**src/rtl/annealer_pkg.sv**
```systemverilog
// Shared constants and state encoding for the UART-to-RAM command loader.
package annealer_pkg;

   localparam logic [7:0] SYNC_BYTE = 8'hA5;
   localparam logic [7:0] OP_WRITE  = 8'h57;
   localparam logic [7:0] OP_READ   = 8'h52;
   localparam logic [7:0] ACK_BYTE  = 8'h06;
   localparam logic [7:0] NAK_BYTE  = 8'h15;

   typedef enum logic [3:0] {
      S_IDLE,
      S_OP,
      S_AH,
      S_AL,
      S_LEN,
      S_WDATA,
      S_WSTROBE,
      S_RCHK,
      S_RFETCH,
      S_RWAIT,
      S_RSEND,
      S_TXCHK,
      S_ACK
   } ldr_state_e;

   function automatic logic [7:0] sat_inc(input logic [7:0] v);
      return (v == 8'hFF) ? v : v + 8'd1;
   endfunction

endpackage

```
**src/rtl/word_shift_reg.sv**
```systemverilog
// Assembles a RAM word from bytes (MSB first) and serialises it back out.
module word_shift_reg #(
   parameter int DATA_W = 16
) (
   input  logic              clk,
   input  logic              reset,
   input  logic              clr_i,
   input  logic              load_i,
   input  logic [DATA_W-1:0] data_i,
   input  logic              shin_i,
   input  logic [7:0]        byte_i,
   input  logic              shout_i,
   output logic [DATA_W-1:0] word_o,
   output logic [7:0]        msb_o,
   output logic              last_o
);

   localparam int BYTES = DATA_W / 8;
   localparam int CW    = $clog2(BYTES) + 1;
   localparam logic [CW-1:0] LAST = CW'(BYTES - 1);
   localparam logic [CW-1:0] ONE  = CW'(1);

   logic [DATA_W-1:0] word_q, word_d;
   logic [CW-1:0]     cnt_q, cnt_d;

   always_comb begin
      word_d = word_q;
      cnt_d  = cnt_q;
      if (load_i) begin
         word_d = data_i;
         cnt_d  = '0;
      end else if (clr_i) begin
         cnt_d = '0;
      end else if (shin_i) begin
         word_d = (word_q << 8) | DATA_W'(byte_i);
         cnt_d  = cnt_q + ONE;
      end else if (shout_i) begin
         word_d = word_q << 8;
         cnt_d  = cnt_q + ONE;
      end
   end

   always_ff @(posedge clk or posedge reset) begin
      if (reset) begin
         word_q <= '0;
         cnt_q  <= '0;
      end else begin
         word_q <= word_d;
         cnt_q  <= cnt_d;
      end
   end

   assign word_o = word_q;
   assign msb_o  = word_q[DATA_W-1 -: 8];
   assign last_o = (cnt_q == LAST);

endmodule

```
**src/rtl/uart_ram_loader.sv**
```systemverilog
// Framed byte-stream command engine: burst RAM writes and reads over the UART.
module uart_ram_loader
   import annealer_pkg::*;
#(
   parameter int DATA_W      = 16,
   parameter int ADDR_W      = 10,
   parameter int TIMEOUT_CYC = 500000
) (
   input  logic              clk,
   input  logic              reset,
   input  logic [7:0]        rx_data,
   input  logic              rx_valid,
   output logic [7:0]        tx_data,
   output logic              tx_valid,
   input  logic              tx_ready,
   output logic [ADDR_W-1:0] ram_addr,
   output logic [DATA_W-1:0] ram_wdata,
   output logic              ram_we,
   input  logic [DATA_W-1:0] ram_rdata,
   output logic              busy,
   output logic [7:0]        err_count
);

   localparam int TW = $clog2(TIMEOUT_CYC + 1);
   localparam logic [TW-1:0]     TMO_LAST = TW'(TIMEOUT_CYC - 1);
   localparam logic [TW-1:0]     TMO_ONE  = TW'(1);
   localparam logic [ADDR_W-1:0] A_ONE    = ADDR_W'(1);

   ldr_state_e state_q, state_d;

   logic [7:0]        chk_q, chk_d;
   logic [7:0]        txchk_q, txchk_d;
   logic [7:0]        err_q, err_d;
   logic [7:0]        ah_q, ah_d;
   logic [7:0]        ack_q, ack_d;
   logic [ADDR_W-1:0] addr_q, addr_d;
   logic [8:0]        len_q, len_d;
   logic              wr_q, wr_d;
   logic [TW-1:0]     tmo_q, tmo_d;

   logic              sr_clr, sr_load, sr_shin, sr_shout;
   logic [DATA_W-1:0] sr_word;
   logic [7:0]        sr_msb;
   logic              sr_last;
   logic [15:0]       frame_addr;
   logic              tmo_run;

   word_shift_reg #(.DATA_W(DATA_W)) u_sr (
      .clk     (clk),
      .reset   (reset),
      .clr_i   (sr_clr),
      .load_i  (sr_load),
      .data_i  (ram_rdata),
      .shin_i  (sr_shin),
      .byte_i  (rx_data),
      .shout_i (sr_shout),
      .word_o  (sr_word),
      .msb_o   (sr_msb),
      .last_o  (sr_last)
   );

   always_comb begin
      state_d  = state_q;
      chk_d    = chk_q;
      txchk_d  = txchk_q;
      err_d    = err_q;
      ah_d     = ah_q;
      ack_d    = ack_q;
      addr_d   = addr_q;
      len_d    = len_q;
      wr_d     = wr_q;
      sr_clr   = 1'b0;
      sr_load  = 1'b0;
      sr_shin  = 1'b0;
      sr_shout = 1'b0;
      ram_we   = 1'b0;
      tx_valid = 1'b0;
      tx_data  = 8'h00;

      frame_addr = {ah_q, rx_data};
      tmo_run = state_q inside {S_OP, S_AH, S_AL, S_LEN, S_WDATA, S_RCHK};
      tmo_d   = (rx_valid || !tmo_run) ? '0 : tmo_q + TMO_ONE;

      unique case (state_q)
         S_IDLE: begin
            if (rx_valid && rx_data == SYNC_BYTE) begin
               chk_d   = 8'h00;
               state_d = S_OP;
            end
         end
         S_OP: begin
            if (rx_valid) begin
               chk_d = rx_data;
               if (rx_data == OP_WRITE || rx_data == OP_READ) begin
                  wr_d    = (rx_data == OP_WRITE);
                  state_d = S_AH;
               end else begin
                  err_d   = sat_inc(err_q);
                  state_d = S_IDLE;
               end
            end
         end
         S_AH: begin
            if (rx_valid) begin
               chk_d   = chk_q ^ rx_data;
               ah_d    = rx_data;
               state_d = S_AL;
            end
         end
         S_AL: begin
            if (rx_valid) begin
               chk_d   = chk_q ^ rx_data;
               addr_d  = frame_addr[ADDR_W-1:0];
               state_d = S_LEN;
            end
         end
         S_LEN: begin
            if (rx_valid) begin
               chk_d   = chk_q ^ rx_data;
               len_d   = (rx_data == 8'h00) ? 9'd256 : {1'b0, rx_data};
               sr_clr  = 1'b1;
               state_d = wr_q ? S_WDATA : S_RCHK;
            end
         end
         S_WDATA: begin
            if (rx_valid) begin
               chk_d   = chk_q ^ rx_data;
               sr_shin = 1'b1;
               if (sr_last) state_d = S_WSTROBE;
            end
         end
         S_WSTROBE: begin
            ram_we  = 1'b1;
            addr_d  = addr_q + A_ONE;
            len_d   = len_q - 9'd1;
            sr_clr  = 1'b1;
            state_d = (len_q == 9'd1) ? S_RCHK : S_WDATA;
         end
         S_RCHK: begin
            if (rx_valid) begin
               if (rx_data != chk_q) begin
                  ack_d   = NAK_BYTE;
                  err_d   = sat_inc(err_q);
                  state_d = S_ACK;
               end else if (wr_q) begin
                  ack_d   = ACK_BYTE;
                  state_d = S_ACK;
               end else begin
                  txchk_d = 8'h00;
                  state_d = S_RFETCH;
               end
            end
         end
         S_RFETCH: state_d = S_RWAIT;
         S_RWAIT: begin
            sr_load = 1'b1;
            state_d = S_RSEND;
         end
         S_RSEND: begin
            tx_valid = 1'b1;
            tx_data  = sr_msb;
            if (tx_ready) begin
               txchk_d  = txchk_q ^ sr_msb;
               sr_shout = 1'b1;
               if (sr_last) begin
                  addr_d  = addr_q + A_ONE;
                  len_d   = len_q - 9'd1;
                  state_d = (len_q == 9'd1) ? S_TXCHK : S_RFETCH;
               end
            end
         end
         S_TXCHK: begin
            tx_valid = 1'b1;
            tx_data  = txchk_q;
            if (tx_ready) state_d = S_IDLE;
         end
         S_ACK: begin
            tx_valid = 1'b1;
            tx_data  = ack_q;
            if (tx_ready) state_d = S_IDLE;
         end
         default: state_d = S_IDLE;
      endcase

      // A stalled host abandons the frame silently
      if (tmo_run && !rx_valid && tmo_q == TMO_LAST) begin
         state_d = S_IDLE;
         err_d   = sat_inc(err_q);
         tmo_d   = '0;
      end
   end

   always_ff @(posedge clk or posedge reset) begin
      if (reset) begin
         state_q <= S_IDLE;
         chk_q   <= '0;
         txchk_q <= '0;
         err_q   <= '0;
         ah_q    <= '0;
         ack_q   <= '0;
         addr_q  <= '0;
         len_q   <= '0;
         wr_q    <= 1'b0;
         tmo_q   <= '0;
      end else begin
         state_q <= state_d;
         chk_q   <= chk_d;
         txchk_q <= txchk_d;
         err_q   <= err_d;
         ah_q    <= ah_d;
         ack_q   <= ack_d;
         addr_q  <= addr_d;
         len_q   <= len_d;
         wr_q    <= wr_d;
         tmo_q   <= tmo_d;
      end
   end

   assign ram_addr  = addr_q;
   assign ram_wdata = sr_word;
   assign busy      = (state_q != S_IDLE);
   assign err_count = err_q;

endmodule

```
**config.mk**
```make
export PLATFORM = sky130hd
export DESIGN_NAME = uart_ram_loader
export DESIGN_NICKNAME = d
export VERILOG_FILES = /design/src/rtl/annealer_pkg.sv /design/src/rtl/word_shift_reg.sv /design/src/rtl/uart_ram_loader.sv
export SDC_FILE = /design/constraint.sdc
export NUM_CORES = 1
export LEC_CHECK = 0
export CAP_MARGIN = 20
export CORE_UTILIZATION = 38
export DETAILED_ROUTE_END_ITERATION = 6
export PLACE_DENSITY = 0.55
export SLEW_MARGIN = 20
export SYNTH_ARGS = -nofsm -noshare
export SYNTH_HDL_FRONTEND = slang
export SYNTH_SLANG_ARGS = --single-unit
```
**constraint.sdc**
```tcl
create_clock -name clk -period 3.2 [get_ports clk]
set_input_delay 0.48 -clock clk [delete_from_list [all_inputs] [get_ports clk]]
set_output_delay 0.48 -clock clk [all_outputs]
set_load 0.1 [all_outputs]
```
# == After elaboration in Yosys (flattened, before gate mapping) ==
# Cells that the tools add are included.
# word_totals
in_bits,28
register_bits,95
output_inout_bits,45
word_cells,161
# op_classes
n_addsub,5
bitwise,3
n_eq_ne,44
n_reduce_logical,32
mux,65
# ops
operator,n
$mux 8,15
$mux 16,4
$mux 4,12
$pmux 4 s12,1
$pmux 8 s3,2
$mux 19,2
$mux 9,4
$pmux 8 s2,2
$mux 10,3
$pmux 10 s3,1
$pmux 9 s3,1
$ne 3x2->1 const B,8
$eq 4x4->1 const B,5
$add 19x1->19 const B,1
$eq 19x19->1 const B,1
$ne 2x2->1 const B,9
$eq 4x3->1 const B,4
$eq 8x7->1 const B,2
$eq 8x8->1 const B,2
$mux 2,8
$or 16x8->16,1
$xor 8x8->8,2
$reduce_bool 3->1,5
$reduce_and 4->1,3
30 further kinds,51

# == Depth between registers and ports, before layout ==
# logic_depth
depth_word,6
depth_mapped,8
ltp_nobuf,7

# == By module ==
# From an unflattened synthesis, not the netlist that was laid out.
# hier_totals
hier_cells,602
hier_area_um2,5188.7
# by_module_without_submodules
mod,seq_area_each_um2,cells_per_inst,area_each_um2,n_inst
uart_ram_loader,1801.7,503,4241.6,1
word_shift_reg,450.4,99,947.2,1

# == Worst setup path after synthesis ==
# No wires, ideal clock.
# synth_path
kind,register to output
start,register state_q[2]
end,output tx_data[0]
arrival_time_ps,2084
path_slack_ps,636
path_stages_with_launch,7
path_cell_list,dfrtp_1 buf_6 nor4bb_1 buf_2 buf_1 a22oi_1 nand2_1
# synth_via
elab_chain_cells,2
elab_cells_between_ends,4
cone_classes,eq/ne: 3; mux: 1
# synth_lines
item,line_no,text
from (decl),uart_ram_loader.sv:29,"ldr_state_e state_q, state_d;"
from (signal assigned),uart_ram_loader.sv:206,state_q <= state_d;
$eq 4x4->1,uart_ram_loader.sv:84,unique case (state_q)
$pmux 8 s3 (*),uart_ram_loader.sv:84,
to (decl),uart_ram_loader.sv:13,"output logic [7:0] tx_data,"
# Mark *: on every way between the ends. The rest lies on a longest branch, timed or not.

# == Worst setup path after layout ==
# layout_path
start,register state_q[2]
end,output tx_data[2]
# Same word-level chain as after synthesis.

==> metrics <==
maximum VDD drop 0.000689 V; Critical Path End Type output pin; hold crit path type reg2reg; Synth Register Bits 90; CP max-delay cell dfrtp_1; RSZ-0062 raised after global routing false; Vias/cell 5.59; Core Area 13,500 sq um; Post-synth EDFFs 0; H-tree levels 3; reg-to-reg setup timing slack 0.79 ns; clock sinks 90; # DRC 0; Critical Setup Path Class reg2out; Setup Viol. Count Final 0; DP HPWL 10.1 mm; max incr delay on CP 0.85 ns; Non-Filler Instances 826; Post-Place Cells 812; Top FF cell, synth dfrtp_1; CTS resizes 0; ANT nets after route 0; Post-Synthesis Cells 593; internal power 0.00315 W; TritonCTS Buffers 9; first-pass GRT wire length 22.8 mm; Avg Inst Size Synth 8.99 sq um; Fin Clk Skew 0.00480 ns; Die Ht 120 um; ys async rst share 1.00; Sw Ratio 0.528; reg2reg end chk_q[5]; Gate power share 0.550; CTS clk-pin slew, worst paths 0.06 ns; Crit Reg-Reg Startpoint state_q[2]; Final Util 0.477; chip width 120 um; global-route usage over all layers 0.203; R2R depth 5; CP max FO 22; grt ovf 0; Fmax 346 MHz; vias in the first global route 4,324; synth unique cells 71; worst-path cell chain nor2b_1, and2_1, a222oi_1, inv_1, buf_12; Initial DRT Pass Iterations 5; hold buffers post-CTS 0; crit path time final 2.89 ns; Worst Setup EP tx_data[2]; io pins 73; clock latency on the worst-skew pair 0.35 ns; setup TNS 0 ns; Rows 42; power per cell area 1040 nW/um^2; net switching power 0.00353 W; share of layout cells above drive strength 1 0.152; clock share of power 0.152; sequential share of power 0.299; Slew Limit Headroom 0.477; cell area after synthesis 5330 sq um; startpoint types flip-flop; DR iter-0 viols 337; final period utilization 0.902; Final nets 681; CTS tree done; IO Port Bufs 72; leakage 2.62 nW; status finished, final reports clean; Crit path required time 2.72 ns; Clock Tree Buf Depth 2; ANT cells 0; Critical Path AT 2.41 ns; vias 4,619; CTS root buffer clkbuf_16; worst slew pin tran 0.784 ns; die area 14,500 sq um; initial antenna violation count 0; Initial Utilization 0.396; Routed WL 14.1 mm; postcts setup bufs 0; Ys Warns 0; # Max-Cap Violations 0; area delta synth->final 20.3%; fin. max-slew vios 0; Final Wtd Congestion 0.877; drt wl/cell 17.0 um; largest net degree at the start of global routing 56; Hold Fails Final Rpt 0; Synth Net Count 627; sequential share of the synthesized area 0.423; CP startpoint state_q[2]
power by group through the flow:
| stage | Sequential, W | Clock (W) | Combinational, W |
|---|---|---|---|
| global route | 0.00207 | 0.00108 | 0.00393 |
| finish | 0.00199 | 0.00101 | 0.00367 |
| CTS | 0.00199 | 0.00104 | 0.00369 |
| floorplan | 0.00302 | 0 | 0.00186 |
| detailed placement | 0.00201 | 0 | 0.00368 |
| global placement | 0.00199 | 0 | 0.00364 |
Yosys cell counts, types with 5 or more instances:
cell | instances | area share
a22o_1 | 5 | 0.0082
nand2b_1 | 7 | 0.0082
buf_2 | 20 | 0.019
xnor2_1 | 19 | 0.031
or3_1 | 6 | 0.0070
and2_1 | 7 | 0.0082
nor3b_1 | 6 | 0.0085
o21ai_0 | 53 | 0.050
a31o_2 | 9 | 0.015
dfrtp_1 | 90 | 0.42
nand2_1 | 67 | 0.047
xor2_1 | 15 | 0.025
nand3b_1 | 10 | 0.014
ha_1 | 6 | 0.014
nor2_1 | 58 | 0.041
a22oi_1 | 19 | 0.027
a31oi_1 | 5 | 0.0059
inv_1 | 13 | 0.0092
buf_4 | 5 | 0.0070
nor2b_1 | 10 | 0.012
a21oi_1 | 26 | 0.024
o21ai_1 | 14 | 0.013
and3_1 | 8 | 0.0094
nor3_1 | 13 | 0.012
clkbuf_1 | 8 | 0.0056
and4_1 | 7 | 0.012
nand3_1 | 11 | 0.010
buf_6 | 5 | 0.011
sequential cells by signal, indices dropped and copies added (netlist names):
signal	count
ram_addr	10
tmo_q	19
wr_q	1
u_sr.word_o	16
len_q	9
u_sr.cnt_q	2
ack_q	3
state_q	4
err_count	8
chk_q	8
txchk_q	8
ah_q	2
per-layer routing:
layer / global-route usage / up-vias / share of wire
met5: 0 / - / 0
met3: 0.0278 / 15 / 0.043
met4: 0.0702 / 0 / 0.015
li1: - / 2238 / -
met1: 0.282 / 2246 / 0.48
met2: 0.324 / 120 / 0.46
area by class of cell:
| type | instances | area (sq um) |
|---|---|---|
| repair buffers | 82 | 796 |
| clock inverters | 2 | 12.5 |
| flip-flops and latches | 90 | 2250 |
| clock buffers | 12 | 267 |
| inverters | 13 | 50.0 |
| well taps | 176 | 220 |
| multi-input cells | 451 | 2820 |
| fillers | 1290 | 7040 |
critical path, delay by kind of cell (launching register included):
family                 cells  cell delay, ns
and+or+nand+nor            2            0.53
DFF                        1            0.85
buffers and inverters      2            0.33
AOI/OAI and AO/OA          1            0.35
cells in the final DEF, fill, tap and decap left out, types with 15 or more instances in the layout:
master           instances
nand2_1                 67
xnor2_1                 19
clkdlybuf4s50_1         27
a22oi_1                 19
nor2_1                  58
a21oi_1                 26
dfrtp_1                 90
xor2_1                  15
buf_4                   46
o21ai_0                 53
cells by family (layout without fill, tap and decap cells):
kind of cell    count (synthesis)  after routing  synth area share
flops                          90             90             0.423
xor+xnor                       34             34            0.0559
mux                             6              6            0.0138
compound gates                173            173             0.213
fa+ha+maj                       6              6            0.0141
simple gates                  232            232             0.229
buf+inv                        52            109            0.0519
stage by stage:
stage | cell area (sq um) | setup slack [ns] | power, W | hold WS [ns]
2_1_floorplan | 5330 | 0.385 | 0.00488 | 0.444
4_1_cts | 6410 | 0.312 | 0.00672 | 0.488
5_1_grt | 6410 | 0.148 | 0.00708 | 0.515
3_3_place_gp | 6130 | 0.546 | 0.00563 | 0.478
6_report | 6410 | 0.313 | 0.00668 | 0.486
3_5_place_dp | 6130 | 0.442 | 0.00568 | 0.478
worst min-delay path by stage:
stage              from       end  slack (ns)  cells after the start
2_1_floorplan  ack_q[2]  ack_q[2]        0.44                      1
3_3_place_gp   tmo_q[0]  tmo_q[0]        0.48                      1
3_5_place_dp   ack_q[2]  ack_q[2]        0.48                      1
4_1_cts        tmo_q[0]  tmo_q[0]        0.49                      1
5_1_grt        ack_q[2]  ack_q[2]        0.52                      1
6_report       ack_q[2]  ack_q[2]        0.49                      1
Note: power is estimated with default switching activity, not from simulation.
